===== config.mk =====
export PLATFORM = sky130hd
export DESIGN_NAME = phase_scheduler
export DESIGN_NICKNAME = d
export VERILOG_FILES = /design/src/rtl/phase_scheduler.sv
export SDC_FILE = /design/constraint.sdc
export NUM_CORES = 1
export LEC_CHECK = 0
export BUFFER_PORTS_ARGS = -buffer_cell sky130_fd_sc_hd__buf_2
export CAP_MARGIN = 20
export CORE_ASPECT_RATIO = 0.8
export CORE_MARGIN = 2
export CORE_UTILIZATION = 43
export CTS_CLUSTER_DIAMETER = 150
export DETAILED_ROUTE_END_ITERATION = 10
export GPL_TIMING_DRIVEN = 0
export PLACE_DENSITY = 0.65
export SYNTH_ARGS = -nofsm -noshare
export SYNTH_HDL_FRONTEND = slang
export SYNTH_SLANG_ARGS = --single-unit

===== constraint.sdc =====
create_clock -name clock -period 2.11 [get_ports clock]
set_input_delay 0.211 -clock clock [delete_from_list [all_inputs] [get_ports clock]]
set_output_delay 0.211 -clock clock [all_outputs]
set_load 0.02 [all_outputs]

===== src/rtl/phase_scheduler.sv =====
// phase_scheduler
//
// Signal-phase controller for one intersection. Pedestrian and turn requests
// are latched into pending flags and arbitrated only at the end of the main
// green minimum. The served phase is then sequenced through its yellow (and,
// for the pedestrian path, all-red) clearance intervals before main green resumes.
//
// The machine is Moore. Every head output is decoded from the registered state
// only. The wait flags are registers. No input reaches an output in the same cycle.
// The state table only contains head combinations where pedestrian green never
// overlaps up/down green, and turn green never overlaps down green.
//
// Request handling: pedestrian_button and turn_sensor are plain level inputs,
// with no handshake. Any cycle in which one is high sets its pending flag.
// A flag stays set until its green phase is entered. It is also held clear
// for every cycle spent in that green phase.
//
// Ports
//   clock              rising-edge clock
//   reset              synchronous, active-high; returns to main green
//   pedestrian_button  level request for the pedestrian phase
//   turn_sensor        level request for the protected turn phase
//   up_green .. turn_yellow, pedestrian_green   signal head drives
//   ped_wait, turn_wait  registered pending-request flags
//   state_dbg          current phase state encoding (observation only)
module phase_scheduler #(
  parameter int MAIN_MIN    = 8,
  parameter int TURN_TIME   = 4,
  parameter int PED_TIME    = 6,
  parameter int YELLOW_TIME = 2,
  parameter int ALLRED_TIME = 1,
  parameter int TIMER_W     = 8
) (
  input  logic       clock,
  input  logic       reset,
  input  logic       pedestrian_button,
  input  logic       turn_sensor,
  output logic       up_green,
  output logic       down_green,
  output logic       turn_green,
  output logic       pedestrian_green,
  output logic       up_yellow,
  output logic       down_yellow,
  output logic       turn_yellow,
  output logic       ped_wait,
  output logic       turn_wait,
  output logic [2:0] state_dbg
);

  typedef enum logic [2:0] {
    MAIN_GREEN  = 3'd0,
    DOWN_YELLOW = 3'd1,
    TURN_GREEN  = 3'd2,
    TURN_YELLOW = 3'd3,
    MAIN_YELLOW = 3'd4,
    ALL_RED_IN  = 3'd5,
    PED_WALK    = 3'd6,
    ALL_RED_OUT = 3'd7
  } state_t;

  // Timer reload values: each state lasts exactly its dwell in cycles.
  localparam logic [TIMER_W-1:0] MAIN_LOAD   = TIMER_W'(MAIN_MIN - 1);
  localparam logic [TIMER_W-1:0] TURN_LOAD   = TIMER_W'(TURN_TIME - 1);
  localparam logic [TIMER_W-1:0] PED_LOAD    = TIMER_W'(PED_TIME - 1);
  localparam logic [TIMER_W-1:0] YELLOW_LOAD = TIMER_W'(YELLOW_TIME - 1);
  localparam logic [TIMER_W-1:0] ALLRED_LOAD = TIMER_W'(ALLRED_TIME - 1);
  localparam logic [TIMER_W-1:0] TIMER_ONE   = TIMER_W'(1);

  state_t             state;
  state_t             state_next;
  logic [TIMER_W-1:0] timer;
  logic [TIMER_W-1:0] timer_next;
  logic               timer_done;
  logic               ped_wait_next;
  logic               turn_wait_next;
  // 1 when the pedestrian phase was the last one granted, 0 for turn.
  logic               last_ped;
  logic               last_ped_next;
  logic               grant_ped;
  logic               grant_turn;

  function automatic logic [TIMER_W-1:0] load_for(input state_t s);
    logic [TIMER_W-1:0] v;
    v = MAIN_LOAD;
    case (s)
      MAIN_GREEN:                          v = MAIN_LOAD;
      TURN_GREEN:                          v = TURN_LOAD;
      PED_WALK:                            v = PED_LOAD;
      DOWN_YELLOW, TURN_YELLOW,
      MAIN_YELLOW:                         v = YELLOW_LOAD;
      ALL_RED_IN, ALL_RED_OUT:             v = ALLRED_LOAD;
      default:                             v = MAIN_LOAD;
    endcase
    return v;
  endfunction

  // State register
  always_ff @(posedge clock) begin
    if (reset) begin
      state     <= MAIN_GREEN;
      timer     <= MAIN_LOAD;
      ped_wait  <= 1'b0;
      turn_wait <= 1'b0;
      last_ped  <= 1'b0;
    end else begin
      state     <= state_next;
      timer     <= timer_next;
      ped_wait  <= ped_wait_next;
      turn_wait <= turn_wait_next;
      last_ped  <= last_ped_next;
    end
  end

  // Next state, timer, flags and arbitration
  always_comb begin
    state_next    = state;
    last_ped_next = last_ped;
    timer_done    = (timer == '0);

    // The arbiter uses only the registered flags. On a tie, the phase that
    // was not served last wins, so the two phases alternate.
    grant_ped  = ped_wait  & (~turn_wait | ~last_ped);
    grant_turn = turn_wait & (~ped_wait  |  last_ped);

    case (state)
      MAIN_GREEN: begin
        if (timer_done) begin
          if (grant_turn) begin
            state_next    = DOWN_YELLOW;
            last_ped_next = 1'b0;
          end else if (grant_ped) begin
            state_next    = MAIN_YELLOW;
            last_ped_next = 1'b1;
          end
        end
      end
      DOWN_YELLOW: if (timer_done) state_next = TURN_GREEN;
      TURN_GREEN:  if (timer_done) state_next = TURN_YELLOW;
      TURN_YELLOW: if (timer_done) state_next = MAIN_GREEN;
      MAIN_YELLOW: if (timer_done) state_next = ALL_RED_IN;
      ALL_RED_IN:  if (timer_done) state_next = PED_WALK;
      PED_WALK:    if (timer_done) state_next = ALL_RED_OUT;
      ALL_RED_OUT: if (timer_done) state_next = MAIN_GREEN;
      default:     state_next = MAIN_GREEN;
    endcase

    // Reload on every state change. Otherwise count down. The count only
    // stays at zero in main green, because every other state leaves at zero.
    if (state_next != state) begin
      timer_next = load_for(state_next);
    end else if (!timer_done) begin
      timer_next = timer - TIMER_ONE;
    end else begin
      timer_next = timer;
    end

    // The flag is cleared on the edge into the served green. It is held
    // clear while that green is active, so requests during it are ignored.
    if (state == PED_WALK || state_next == PED_WALK) begin
      ped_wait_next = 1'b0;
    end else begin
      ped_wait_next = ped_wait | pedestrian_button;
    end

    if (state == TURN_GREEN || state_next == TURN_GREEN) begin
      turn_wait_next = 1'b0;
    end else begin
      turn_wait_next = turn_wait | turn_sensor;
    end
  end

  // Head decode from registered state only
  always_comb begin
    up_green         = 1'b0;
    down_green       = 1'b0;
    turn_green       = 1'b0;
    pedestrian_green = 1'b0;
    up_yellow        = 1'b0;
    down_yellow      = 1'b0;
    turn_yellow      = 1'b0;
    case (state)
      MAIN_GREEN:  begin up_green = 1'b1; down_green  = 1'b1; end
      DOWN_YELLOW: begin up_green = 1'b1; down_yellow = 1'b1; end
      TURN_GREEN:  begin up_green = 1'b1; turn_green  = 1'b1; end
      TURN_YELLOW: begin up_green = 1'b1; turn_yellow = 1'b1; end
      MAIN_YELLOW: begin up_yellow = 1'b1; down_yellow = 1'b1; end
      PED_WALK:    pedestrian_green = 1'b1;
      default:     ;
    endcase
  end

  assign state_dbg = state;

endmodule


==> metrics.csv, run 1 <==
metric;value;unit
status;complete, no violations;
hpwl;1207;µm
min_path_cells;2;
dieArea;2092;µm²
antenna_found_initial;0;
rows;13;
cts.sinks;14;
areaGrowthSynthToFinish;16.72;%
post_cts_buffers;0;
ant_nets;0;
synth_cells;92;
syn-num-nets;97;
drc;0;
postSynthAreaPerCell;8.133;µm²
yosysUniqueCellTypes;36;
end_kind;flip-flop;
critPathArrivalTime;2.06;ns
crit_fanout;7;
dr.pass1.iters;4;
met2WireLength;706;µm
met3_length;85;µm
grt_start_max_net_pins;11;
hold_class;input pin to flip-flop;
worst_setup_path_start_kind;flip-flop;
crit_type;flip-flop to flip-flop;
clk_path_buf_depth;2;
place_congestion;0.8083;
routed_wl;1594;µm
slew_headroom;0.6484;
fin_setup_tns;0;ns
cts-root-buf;clkbuf_4;
ctsResizeCount;0;
start_util;0.4600;
timing.final.crit_share;0.8958;
cts_buffers;3;
min_period;1.890;ns
ys_seq_area_frac;0.3746;
met1Wirelength;793;µm
yosysWarnings;0;
dieWidth;50.64;µm
clk_pin_slew;0.07;ns
fmax;0.5291;GHz
routedWlPerCell;12.08;µm
ys.flop_type;dfxtp_1;
syn_area;748.2;µm²
yosys.area.top_type_share;0.3746;
avgViaCountPerCell;5.538;
crit_required;2.28;ns
antenna_cells;0;
tightest_slew;0.5231;ns
port_buffers;15;
postCtsHoldBufs;0;
rsz0062_at_grt;no;
grt_usage;0.1644;
initialDrtViolationCount;29;
skew;0.001074;ns
power_density;536.3;nW/µm²
setup_viol;0;
routed.top_layer;met4;
yosysTopAreaCell;dfxtp_1;
vdd_drop_max;0.3411;mV
grt_pass1_wl;2442;µm
grt_pass1_vias;516;
die_y;41.31;µm
ff2ff_path_depth;6;
synth_edf_count;0;
htreeDepth;1;
synth.area.top_cells;dfxtp_1, nor2_1, nand2_1, a21oi_1, or3_1;
nets;117;
leakagePower;0.3485;nW
vias;731;
dp_slack;0.2251;ns
grt_overflow_total;0;
drive_gt1_frac;0.2182;
fin_ws;0.2198;ns
synthArstFlopShare;0;
hold-worst-slack;0.1587;ns
final_hold_viol_count;0;
coreArea;1627;µm²
ys_ff_latch;14;
cap_violations;0;
io_pins;16;
cts_tree;yes;
clock_latency;0.27;ns
maxSlewViolCount;0;
-- metal layers --
metal	up-vias	GRT usage
met1	346	0.2278
met5	-	0
met3	2	0.07857
met4	0	0.03378
li1	370	-
met2	13	0.2303
-- synthesized netlist by cell type (2+ instances only) --
master / n
a311oi_1: 2
or3_1: 4
dfxtp_1: 14
nand3_1: 2
o21ai_1: 2
a21oi_1: 5
nand2b_1: 2
nand2_1: 8
clkbuf_1: 3
nor2_1: 14
inv_1: 4
a211oi_1: 3
nor3_1: 4
xnor2_1: 2
xor2_1: 2
-- critical path, stage by stage, from the launching register on --
cell and delay [ns]:
dfxtp_1 0.33, inv_1 0.08, ha_1 0.22, nor3b_2 0.41
nand2_2 0.18, or3_1 0.35, a31o_1 0.22
-- final timing paths --
check,startpoint,to,slack (ns)
setup / recovery,timer[0],timer[0],0.22
hold / removal,reset,state_dbg[2],0.16
setup reg to reg,timer[0],timer[0],0.22
hold reg to reg,timer[3],timer[3],0.52
-- registers in the layout, summed over array words and instances (netlist names) --
name       flops
timer          8
state_dbg      3
last_ped       1
ped_wait       1
turn_wait      1
-- cells by family after synthesis --
logic type,synth area share
AND/OR/NAND/NOR,0.3311
AO/OA/AOI/OAI,0.1823
flip-flops,0.3746
buffers and inverters,0.03511
XOR/XNOR,0.04683
multiplexers,0.01338
adder cells (fa/ha/maj),0.01672
-- power breakdown --
group          leakage (nW)   total, W  switching, W  internal, W
Clock                0.0138   0.000140     0.0000743    0.0000661
Sequential            0.114   0.000284     0.0000107     0.000273
Combinational         0.221  0.0000445     0.0000254    0.0000190
Total                 0.348   0.000468      0.000110     0.000358
-- per-stage QoR --
step | instance area [µm²] | std cells | total power (W) | util
CTS | 873.3 | 132 | 0.0004761 | 0.5369
global placement | 850.8 | 129 | 0.0003334 | 0.5231
global route | 873.3 | 132 | 0.0005009 | 0.5369
finish | 873.3 | 132 | 0.0004684 | 0.5369
detailed placement | 850.8 | 129 | 0.0003345 | 0.5231
floorplan | 748.2 | 92 | 0.0003193 | -
-- layout make-up --
cell class / instances / area, µm²
tap: 22 / 27.53
multi-input combinational: 71 / 441.7
sequential: 14 / 280.3
buffer: 3 / 11.26
clock buffer: 3 / 22.52
fill: 161 / 753.2
timing repair buffer: 15 / 75.07
inverter: 4 / 15.01
-- layout by cell type, fill, tap and decap left out, types with 2 or more instances in the layout --
master / n
buf_2: 15
nor2_1: 14
dfxtp_1: 14
nand2_1: 8
a21oi_1: 5
inv_1: 4
nor3_1: 4
or3_1: 4
clkbuf_1: 3
a211oi_1: 3
clkbuf_4: 3
nand2b_1: 2
xnor2_1: 2
nand3_1: 2
o21ai_1: 2
a311oi_1: 2
xor2_1: 2
Note: power is estimated with default switching activity, not from simulation.
==> run 2: changes to the inputs <==
CORE_ASPECT_RATIO = not set   (was 0.8)
CORE_UTILIZATION = 51   (was 43)
PLACE_DENSITY = 0.75   (was 0.65)
SETUP_SLACK_MARGIN = 0.1   (was not set)
==> run 2 against run 1 <==
  * Global-route usage is 3.2 points higher
  * Design area did not move
  * Final cell count shrank 5.3%
  * Hold slack got worse by 0.0094 ns
  * Via count is 4.4% lower
  * Die area decreased by 14%
  * Worst setup slack better by 0.045 ns
  * Fmax up 2.4%
  * Register-to-register slack better by 0.05 ns
  * Sequential power about the same
  * Critical endpoint unchanged
==> metrics.csv, run 2 (synthesis results as in run 1) <==
metric;value;unit
status;complete, no violations;
antenna_found_initial;0;
rows;13;
final_common_cell;buf_2;
dr.pass1.iters;5;
busiest_layer;met2;
areaGrowthSynthToFinish;16.72;%
crit_type;flip-flop to flip-flop;
grtUsageMet2;0.3046;
hold_class;input pin to flip-flop;
grt_util_met3;0.08621;
vdd_drop_max;0.4134;mV
grt_pass1_wl;2718;µm
crit_required;2.28;ns
start_util;0.5610;
clk_path_buf_depth;2;
nets;117;
layout_common_cells;buf_2, nor2_1, dfxtp_1;
clk_pin_slew;0.07;ns
port_buffers;15;
coreArea;1334;µm²
ant_nets;0;
setup_viol;0;
hpwl;1245;µm
timing.rr.start;timer[0];
grt_pass1_vias;618;
r2r_slack;0.26;ns
htreeDepth;1;
initialDrtViolationCount;20;
largest_register_ff_count;8;
min_path_cells;2;
placedInstanceArea;842.1;µm²
fmax;0.5420;GHz
grt_overflow_total;0;
worst_setup_path_start_kind;flip-flop;
end_kind;flip-flop;
vias;699;
grt_start_max_net_pins;11;
routedWlPerCell;13.32;µm
dieWidth;42.30;µm
skew;0.001820;ns
antenna_cells;0;
rsz0062_at_grt;no;
leakagePower;0.3505;nW
design_area;873.3;µm²
hp-start;reset;
power;0.0004741;W
dieArea;1789;µm²
grtUsageMet1;0.2533;
min_delay_worst_endpoint;state_dbg[2];
postCtsHoldBufs;0;
power_density;542.8;nW/µm²
largest_register;timer;
place_congestion;0.7854;
cts-root-buf;clkbuf_4;
slew_headroom;0.6382;
crit_fanout;7;
hold-worst-slack;0.1493;ns
r2r-end;timer[0];
ff2ff_path_depth;6;
cap_violations;0;
cts_buffers;3;
cts_tree;yes;
avgViaCountPerCell;5.592;
drc;0;
grt_usage;0.1963;
drive_gt1_frac;0.2273;
final_util;0.6548;
clock_latency;0.27;ns
fin_setup_tns;0;ns
final_hold_viol_count;0;
tightest_slew;0.5382;ns
min_period;1.845;ns
routed_wl;1665;µm
timing.final.crit_share;0.8744;
io_pins;16;
die_y;42.30;µm
critPathArrivalTime;2.02;ns
maxSlewViolCount;0;
cts.sinks;14;
[run 2: cell counts in the layout (fill, tap and decap cells not counted)]
Identical to the previous run, type by type.
[run 2: final cells by class]
type	instances	area [µm²]
buffer	3	11.26
fill	122	460.4
sequential	14	280.3
clock buffer	3	22.52
inverter	4	15.01
multi-input combinational	71	450.4
tap	15	18.77
timing repair buffer	15	75.07
[run 2: repair_timing]
action	in CTS	in global routing
setup endpoints to repair	0	2
buffers inserted	0	0
resized for setup	0	2
[run 2: how the worst max path moves through the flow]
stage	startpoint	to	slack (ns)	cells after the start
after floorplan	state_dbg[1]	timer[0]	0.44	5
after global placement	timer[0]	timer[0]	0.23	6
after detailed placement	timer[0]	timer[0]	0.23	6
after CTS	timer[0]	timer[0]	0.22	6
after global routing	timer[0]	timer[1]	0.12	6
final	timer[0]	timer[0]	0.26	6
[run 2: metrics by stage]
stage                     std cells  setup WS [ns]
after CTS                       125         0.2152
after global routing            125         0.1211
after global placement          122         0.2338
final                           125         0.2650
after detailed placement        122         0.2297
after floorplan                  92         0.4379
[run 2: routing by layer]
layer,share of wire,up-vias
met4,0,0
met3,0.039,0
met1,0.47,316
met2,0.49,12
li1,-,371
met5,0,-
[run 2: report_power, final]
group	leakage [nW]	internal (W)	switching, W	total (W)
sequential	0.114	0.000273	0.0000121	0.000285
clock	0.0138	0.0000662	0.0000761	0.000142
combinational	0.223	0.0000201	0.0000268	0.0000469
total	0.351	0.000359	0.000115	0.000474
[run 2: critical path: stages (launching register included)]
cell and delay, ns:
dfxtp_1 0.33, inv_1 0.09, ha_1 0.24, nor3b_4 0.35, nand2_2 0.16, or3_1 0.35, a31o_1 0.22
